## config.mk

```make
export PLATFORM = sky130hd
export DESIGN_NAME = irq_sequencer
export DESIGN_NICKNAME = d
export VERILOG_FILES = /design/src/rtl/irq_pkg.sv /design/src/rtl/irq_prio_arbiter.sv /design/src/rtl/irq_sequencer.sv
export SDC_FILE = /design/constraint.sdc
export NUM_CORES = 1
export LEC_CHECK = 0
export ABC_CLOCK_PERIOD_IN_PS = 2400
export CAP_MARGIN = 25
export CORE_ASPECT_RATIO = 0.75
export CORE_MARGIN = 2
export CORE_UTILIZATION = 34
export CTS_CLUSTER_SIZE = 24
export DETAILED_ROUTE_END_ITERATION = 16
export PLACE_DENSITY = 0.88
export RECOVER_POWER = 25
export SYNTH_ARGS = -nofsm -noshare
export SYNTH_HDL_FRONTEND = slang
export SYNTH_SLANG_ARGS = --single-unit
```

## constraint.sdc

```tcl
create_clock -name i_clk -period 2.4 [get_ports i_clk]
set_input_delay 0.24 -clock i_clk [delete_from_list [all_inputs] [get_ports i_clk]]
set_output_delay 0.24 -clock i_clk [all_outputs]
set_load 0.1 [all_outputs]
```

## src/rtl/irq_pkg.sv

```systemverilog
// Shared definitions for the interrupt entry/return sequencer.
//   irq_state_t        : sequencer FSM states
//   MCAUSE_INT_BIT     : interrupt flag in mcause
//   CAUSE_BASE_DEFAULT : mcause code for interrupt line 0
package irq_pkg;

  typedef enum logic [1:0] {
    IRQ_IDLE    = 2'd0,
    IRQ_ENTRY   = 2'd1,
    IRQ_HANDLER = 2'd2,
    IRQ_RETURN  = 2'd3
  } irq_state_t;

  localparam logic [31:0] MCAUSE_INT_BIT     = 32'h8000_0000;
  localparam int          CAUSE_BASE_DEFAULT = 16;

endpackage

```

## src/rtl/irq_prio_arbiter.sv

```systemverilog
// Fixed-priority arbiter over eligible interrupt lines. Lowest index wins.
//   req    in  NUM_IRQ  eligible lines (pending & mask)
//   valid  out 1        any request present
//   id     out ID_W     index of the winning line
//   onehot out NUM_IRQ  winning line as a one-hot vector
module irq_prio_arbiter #(
  parameter  int NUM_IRQ = 4,
  localparam int ID_W    = (NUM_IRQ > 1) ? $clog2(NUM_IRQ) : 1
) (
  input  logic [NUM_IRQ-1:0] req,
  output logic               valid,
  output logic [ID_W-1:0]    id,
  output logic [NUM_IRQ-1:0] onehot
);

  always_comb begin
    valid = |req;
    id    = '0;
    // Scan high to low so the lowest set index is the last assignment.
    for (int k = NUM_IRQ - 1; k >= 0; k--) begin
      if (req[k]) id = ID_W'(k);
    end
    // Isolate the lowest set bit.
    onehot = req & (~req + NUM_IRQ'(1));
  end

endmodule

```

## src/rtl/irq_sequencer.sv

```systemverilog
// Interrupt entry/return sequencer for the 5-stage pipeline.
// Captures rising edges on the interrupt lines, arbitrates by fixed priority,
// and sequences a precise trap (flush ID/EX, write mepc/mcause, redirect to the
// handler) and the mret return (flush, redirect to the saved mepc).
//   i_clk, i_reset                  clock, synchronous active-high reset
//   i_irq, i_irq_mask, i_mie        lines, per-line enable, global enable
//   i_mtvec                         trap vector (bit0 = vectored)
//   i_restore_pc                    hazard-unit redirect this cycle (defers entry)
//   i_ex/id_valid, i_ex/id/if_pc    stage validity and PCs
//   i_ex_mret                       valid mret in EX
//   o_flush_ID/EX (active-low), o_pc_enable, o_redirect_en/pc,
//   o_mepc_wren/o_mepc/o_mcause, o_irq_ack (one-hot), o_in_handler
module irq_sequencer
  import irq_pkg::*;
#(
  parameter int NUM_IRQ    = 4,
  parameter int CAUSE_BASE = CAUSE_BASE_DEFAULT
) (
  input  logic               i_clk,
  input  logic               i_reset,
  input  logic [NUM_IRQ-1:0] i_irq,
  input  logic [NUM_IRQ-1:0] i_irq_mask,
  input  logic               i_mie,
  input  logic [31:0]        i_mtvec,
  input  logic               i_restore_pc,
  input  logic               i_ex_valid,
  input  logic               i_id_valid,
  input  logic [31:0]        i_ex_pc,
  input  logic [31:0]        i_id_pc,
  input  logic [31:0]        i_if_pc,
  input  logic               i_ex_mret,
  output logic               o_flush_ID,
  output logic               o_flush_EX,
  output logic               o_pc_enable,
  output logic               o_redirect_en,
  output logic [31:0]        o_redirect_pc,
  output logic               o_mepc_wren,
  output logic [31:0]        o_mepc,
  output logic [31:0]        o_mcause,
  output logic [NUM_IRQ-1:0] o_irq_ack,
  output logic               o_in_handler
);

  localparam int ID_W = (NUM_IRQ > 1) ? $clog2(NUM_IRQ) : 1;

  irq_state_t         state;
  logic [NUM_IRQ-1:0] prev_irq, pending, cur_oh, ack;
  logic [ID_W-1:0]    cur_id;
  logic [31:0]        saved_mepc, live_pc, vec_base;
  logic               arb_valid;
  logic [ID_W-1:0]    arb_id;
  logic [NUM_IRQ-1:0] arb_oh;

  irq_prio_arbiter #(.NUM_IRQ(NUM_IRQ)) u_arb (
    .req    (pending & i_irq_mask),
    .valid  (arb_valid),
    .id     (arb_id),
    .onehot (arb_oh)
  );

  // Oldest instruction still in flight is the one to resume at.
  assign live_pc  = i_ex_valid ? i_ex_pc : (i_id_valid ? i_id_pc : i_if_pc);
  assign vec_base = i_mtvec & 32'hFFFF_FFFC;
  assign ack      = (state == IRQ_ENTRY) ? cur_oh : '0;

  always_ff @(posedge i_clk) begin
    if (i_reset) begin
      state      <= IRQ_IDLE;
      prev_irq   <= '0;
      pending    <= '0;
      cur_id     <= '0;
      cur_oh     <= '0;
      saved_mepc <= '0;
    end else begin
      prev_irq <= i_irq;
      // A new edge on the line being acked re-arms it (set wins).
      pending  <= (pending & ~ack) | (i_irq & ~prev_irq);
      case (state)
        IRQ_IDLE: begin
          if (arb_valid && i_mie && !i_restore_pc) begin
            state  <= IRQ_ENTRY;
            cur_id <= arb_id;
            cur_oh <= arb_oh;
          end
        end
        IRQ_ENTRY: begin
          saved_mepc <= live_pc;
          state      <= IRQ_HANDLER;
        end
        IRQ_HANDLER: if (i_ex_mret) state <= IRQ_RETURN;
        IRQ_RETURN:  state <= IRQ_IDLE;
        default:     state <= IRQ_IDLE;
      endcase
    end
  end

  always_comb begin
    o_flush_ID    = 1'b1;
    o_flush_EX    = 1'b1;
    o_pc_enable   = 1'b1;  // redirect overrides any stall, so never gate the PC
    o_redirect_en = 1'b0;
    o_redirect_pc = '0;
    o_mepc_wren   = 1'b0;
    o_mepc        = '0;
    o_mcause      = '0;
    o_irq_ack     = ack;
    o_in_handler  = 1'b0;
    case (state)
      IRQ_ENTRY: begin
        o_flush_ID    = 1'b0;
        o_flush_EX    = 1'b0;
        o_redirect_en = 1'b1;
        o_redirect_pc = i_mtvec[0] ? vec_base + (32'(cur_id) << 2) : vec_base;
        o_mepc_wren   = 1'b1;
        o_mepc        = live_pc;
        o_mcause      = MCAUSE_INT_BIT | 32'(CAUSE_BASE + cur_id);
      end
      IRQ_HANDLER: o_in_handler = 1'b1;
      IRQ_RETURN: begin
        o_flush_ID    = 1'b0;
        o_flush_EX    = 1'b0;
        o_redirect_en = 1'b1;
        o_redirect_pc = saved_mepc;
      end
      default: ;
    endcase
  end

endmodule

```

== Word level (Yosys, flattened, before mapping) ==
Cells that the tools add are included.

* Latch bits: 0
* Bits of input ports: 143
* ROM bits: 0
* Word-level logic and storage cells: 48
* RAM bits: 0
* Flip-flop bits (word level): 48
* Output and inout bits: 106
* Memories: 0

* Add/sub/neg operators: 3
* Magnitude comparators: 0
* Shift-type cells: 0
* Multipliers: 0
* Reductions and logical operators: 8
* Muxes and demuxes: 18
* Bitwise operators: 8
* Divide/modulo/power cells: 0
* Equal/unequal tests: 5

{| class="wikitable"
|+ Operator list
! cell !! number
|-
| $mux 32 || 5
|-
| $pmux 32 s2 || 1
|-
| $add 32x4->32 || 1
|-
| $and 4x4->4 || 4
|-
| $mux 2 || 6
|-
| $not 4->4 || 3
|-
| $pmux 2 s4 || 1
|-
| $add 5x2->6 const A || 1
|-
| $add 4x1->4 const B || 1
|-
| $eq 2x2->1 const B || 2
|-
| $mux 1 || 4
|-
| $mux 4 || 1
|-
| $ne 2x2->1 const B || 2
|-
| $or 4x4->4 || 1
|-
| $reduce_and 2->1 || 2
|-
| $reduce_or 4->1 || 1
|-
| $eq 2x1->1 const B || 1
|-
| $logic_and 1x1->1 || 2
|-
| $logic_not 2->1 || 1
|-
| $reduce_or 2->1 || 1
|-
| $logic_not 1->1 || 1
|}

== Logic depth before layout (Yosys ltp) ==
* Word-level depth: 6
* Depth in mapped cells: 8
* Depth with buffers taken out: 7

== By module ==
From an unflattened synthesis, not the netlist that was laid out.

* Cells, all modules: 524
* Area total of the unflattened synthesis: 3896.2 um^2

{| class="wikitable"
|+ Modules (own cells, without submodules)
! module !! instances !! cells each !! area an instance (um^2)
|-
| irq_sequencer || 1 || 514 || 3837.4
|-
| irq_prio_arbiter || 1 || 10 || 58.8
|}

== Worst setup path after synthesis ==
OpenSTA, ideal clock, no wires.

* Path type: register to output
* Start: register state[1]
* End: output o_redirect_pc[10]
* Data arrival time: 4.130 ns
* Cell stages (with the launch flop): 8
* Path slack: -1.970 ns
* Path buffers: 3
* Required time: 2.160 ns
* Path through: dfxtp_1 -> inv_1 -> ha_1 -> clkbuf_1 -> inv_2 -> clkbuf_1 -> clkbuf_1 -> o21ai_0

* Cells in the longest elaborated chain, start to end: 2
* Elaborated cells between the ends (all ways): 3

{| class="wikitable"
|+ RTL lines
! element !! line !! RTL
|-
| start, declared || irq_sequencer.sv:46 || <nowiki>irq_state_t state;</nowiki>
|-
| start signal, assigned || irq_sequencer.sv:68 || <nowiki>state <= IRQ_IDLE;</nowiki>
|-
| start signal, assigned || irq_sequencer.sv:81 || <nowiki>state <= IRQ_ENTRY;</nowiki>
|-
| start signal, assigned || irq_sequencer.sv:88 || <nowiki>state <= IRQ_HANDLER;</nowiki>
|-
| $eq 2x2->1 or $eq 2x1->1 (tied branches) || irq_sequencer.sv:108 || <nowiki>case (state)</nowiki>
|-
| $pmux 32 s2 (*) || irq_sequencer.sv:108 ||
|-
| end, declared || irq_sequencer.sv:36 || <nowiki>output logic [31:0] o_redirect_pc,</nowiki>
|}

Mark *: on every way between the ends. The rest lies on a longest branch, timed or not.

== Final worst setup path ==
* Start: register cur_id[0]
* End: output o_redirect_pc[18]

* Cells in the longest elaborated chain, start to end: 3

{| class="wikitable"
|+ RTL lines
! element !! line !! RTL
|-
| start, declared || irq_sequencer.sv:48 || <nowiki>logic [ID_W-1:0] cur_id;</nowiki>
|-
| start signal, assigned || irq_sequencer.sv:82 || <nowiki>cur_id <= arb_id;</nowiki>
|-
| $add 32x4->32 || irq_sequencer.sv:113 || <nowiki>o_redirect_pc = i_mtvec[0] ? vec_base + (32'(cur_id) << 2) : vec_base;</nowiki>
|-
| $mux 32 || irq_sequencer.sv:113 ||
|-
| $pmux 32 s2 || irq_sequencer.sv:108 ||
|}

No other way between the ends.

==> impl_metrics.csv <==
group,metric,value,unit
finish,layout_commonest_cell,"clkdlybuf4s50_1",
sta,worst_slack,-0.2363,ns
critical_path,worst_setup_path_end_kind,"output pin",
drt,vias,4866,
drt,drtIter0Drc,317,
placement,gp_congestion,0.8688,
critical_path,crit_start,"cur_id[0]$_SDFFE_PP0P_",
finish,nets,927,
floorplan,io_pins,249,
clock_tree,cts_tree,"done",
logic_synthesis,synthDistinctLibCells,52,
sta,worst_slew_pin_slew,1.726,ns
clock_tree,clock-sinks,48,
grt,antenna_found_initial,0,
drt,wire_per_inst,17.66,um
sta,grt_setup_unrepaired,"true",
sta,finalHoldViolations,0,
drt,vias_per_cell,5.283,
critical_path,crit_fanout,4,
critical_path,path_class,"reg -> out",
sta,setup_violations,13,
logic_synthesis,synth_edf_count,0,
floorplan,die_y,97.44,um
finish,final_cell_mix,"clkdlybuf4s50_1, buf_12, buf_4, nor2_1, nand2_1",
clock_tree,ctsHtreeMaxLevel,2,
finish,drive_above_1_share,0.3192,
finish,fillers,779,
drt,postRouteAntennaNets,0,
grt,grt_overflow,0,
sta,whs,0.4620,ns
placement,dp_slack,-0.5000,ns
min_path,hold_class,"reg -> reg",
grt,grt_max_degree,38,
critical_path,r2r_start,"state[1]$_SDFFE_PP0P_",
power_and_ir_drop,power.density,1092,nW/um^2
logic_synthesis,netlist.area_leader.share,0.2428,
power_and_ir_drop,power,8.976,mW
logic_synthesis,netlist_area,3958,sq um
finish,finalInstanceArea,8222,sq um
sta,slew_headroom,-0.1509,
grt,grt_pass1_wl,25990,um
logic_synthesis,seq_area_frac_synth,0.2428,
sta,clock.fmax,379.3,MHz
clock_tree,insertion_delay,0.29,ns
floorplan,die_w,128.6,um
grt,grt_pass1_vias,5238,
drt,drt_wl_total,16270,um
floorplan,die_area,12530,sq um
logic_synthesis,avgSynthCellArea,7.495,sq um
floorplan,start_util,0.3446,
floorplan,rows,34,
job,cap_violations,1,
finish,fin_util,0.7158,
logic_synthesis,syn_inst,528,
logic_synthesis,synth-seq-cells,48,
placement,placed_area,7751,sq um
logic_synthesis,ys_top_cells_by_area,"dfxtp_1, mux2i_1, nor2b_1, a211oi_1, buf_4",
clock_tree,numCtsBuffers,5,
logic_synthesis,ys_warn_count,0,
min_path,hold_depth,2,
power_and_ir_drop,power_leakage,3.259,nW
clock_tree,root_buffer,"clkbuf_16",
outcome,status,"complete, but fails checks",
logic_synthesis,synth_ff_type,"dfxtp_1",
floorplan,fp.coreArea,11490,sq um
critical_path,r2r_cells,7,
critical_path,cp-start-kind,"register",
placement,port-buffer-count,218,
sta,finalCritPeriodShare,1.098,
finish,syn_to_final_growth,107.7,%
sta,slew_violations,36,
outcome,violations,"capacitance limit, slew limit, setup timing",
min_path,min-delay-start,"cur_oh[3]$_SDFFE_PP0P_",
critical_path,required,2.16,ns
critical_path,cp.arrival,2.40,ns
drt,first_pass_iters,4,
logic_synthesis,async_flop_share,0,
clock_tree,cts_buffer_depth,2,
finish,antennaDiodeCount,0,
clock_tree,clk_pin_slew,0.06,ns
placement,hpwlAfterDp,12560,um
sta,period_minus_slack,2.636,ns
logic_synthesis,synth_top_cell_by_area,"dfxtp_1",
drt,drc_errors,0,
power_and_ir_drop,vdd_drop_max,758.4,uV
grt,track_usage,0.2590,
sta,finalClockSkew,0.006236,ns
## power by group
part           switching (mW)  total (mW)  leakage (nW)  internal (mW)
logic                    4.80        7.19          2.79           2.39
clock network           0.293       0.709        0.0712          0.416
registers               0.114        1.08         0.395          0.963
total                    5.21        8.98          3.26           3.77
## final cells by class
class / count / area [sq um] / area share
repair buffers: 280 / 3397 / 0.4132
multi-input cells: 425 / 3461 / 0.4209
flip-flops and latches: 48 / 967.2 / 0.1176
clock buffers: 8 / 146.4 / 0.01781
well taps: 144 / 180.2 / 0.02191
inverters: 16 / 70.07 / 0.008522
## flip-flops by register name, indices dropped and copies added (netlist names)
name and flops:
state 2, cur_id 2, prev_irq 4, pending 4, saved_mepc 32, cur_oh 4
## synth_stat cells (all sizes together), types with 4 or more instances
cell type,count
nand4,11
a31oi,4
nor4,7
a21oi,45
nor3,9
buf,39
and3,4
nand2,48
clkbuf,27
mux2i,36
a221o,4
inv,16
nor2b,42
ha,7
or2,4
a211o,5
nor2,56
a211oi,34
o21ai,15
and2,4
dfxtp,48
xnor2,10
nand3,13
o211ai,6
## metal layers
metal	track usage	vias to the layer above	routed length, um
met1	0.3015	2281	6404
met4	0.1212	0	646
li1	-	2301	-
met2	0.4550	239	8091
met5	0	-	0
met3	0.05121	45	1123
## cells by family after synthesis
kind of cell,count (synthesis),share of synthesized area
AO/OA/AOI/OAI,128,0.2159
XOR/XNOR,10,0.02213
adder cells (fa/ha/maj),8,0.02719
buffers and inverters,82,0.1103
flip-flops,48,0.2428
multiplexers,36,0.09105
other,2,0.001898
AND/OR/NAND/NOR,214,0.2887
## stage by stage
stage | TNS [ns] | std cells
floorplan | -5.614 | 555
global placement | -5.687 | 908
detailed placement | -7.316 | 908
CTS | -2.526 | 920
global route | -3.168 | 921
finish | -1.940 | 921
## critical path: stages (launching register included)
cell	delay, ns
dfxtp_4	0.36
ha_4	0.13
inv_2	0.04
fa_2	0.34
nand3b_4	0.19
nor4_4	0.16
buf_6	0.16
or4b_4	0.48
nand3_4	0.08
buf_12	0.17
## repair_timing
action | CTS | global route
cloned | 1 | 0
hold buffers | 0 | 0
endpoints found under the setup margin | 24 | 24
hold endpoints to repair | 0 | 0
pin swaps | 20 | 16
gates resized for setup | 40 | 23
buffers inserted | 3 | 3
## worst paths after layout
path	end	slack, ns
max	o_redirect_pc[18]	-0.24
min	cur_oh[3]$_SDFFE_PP0P_	0.46
min reg2reg	cur_oh[3]$_SDFFE_PP0P_	0.46
max reg2reg	saved_mepc[22]$_SDFFE_PP0P_	0.43
No activity file was read; power rests on OpenSTA's default activity.
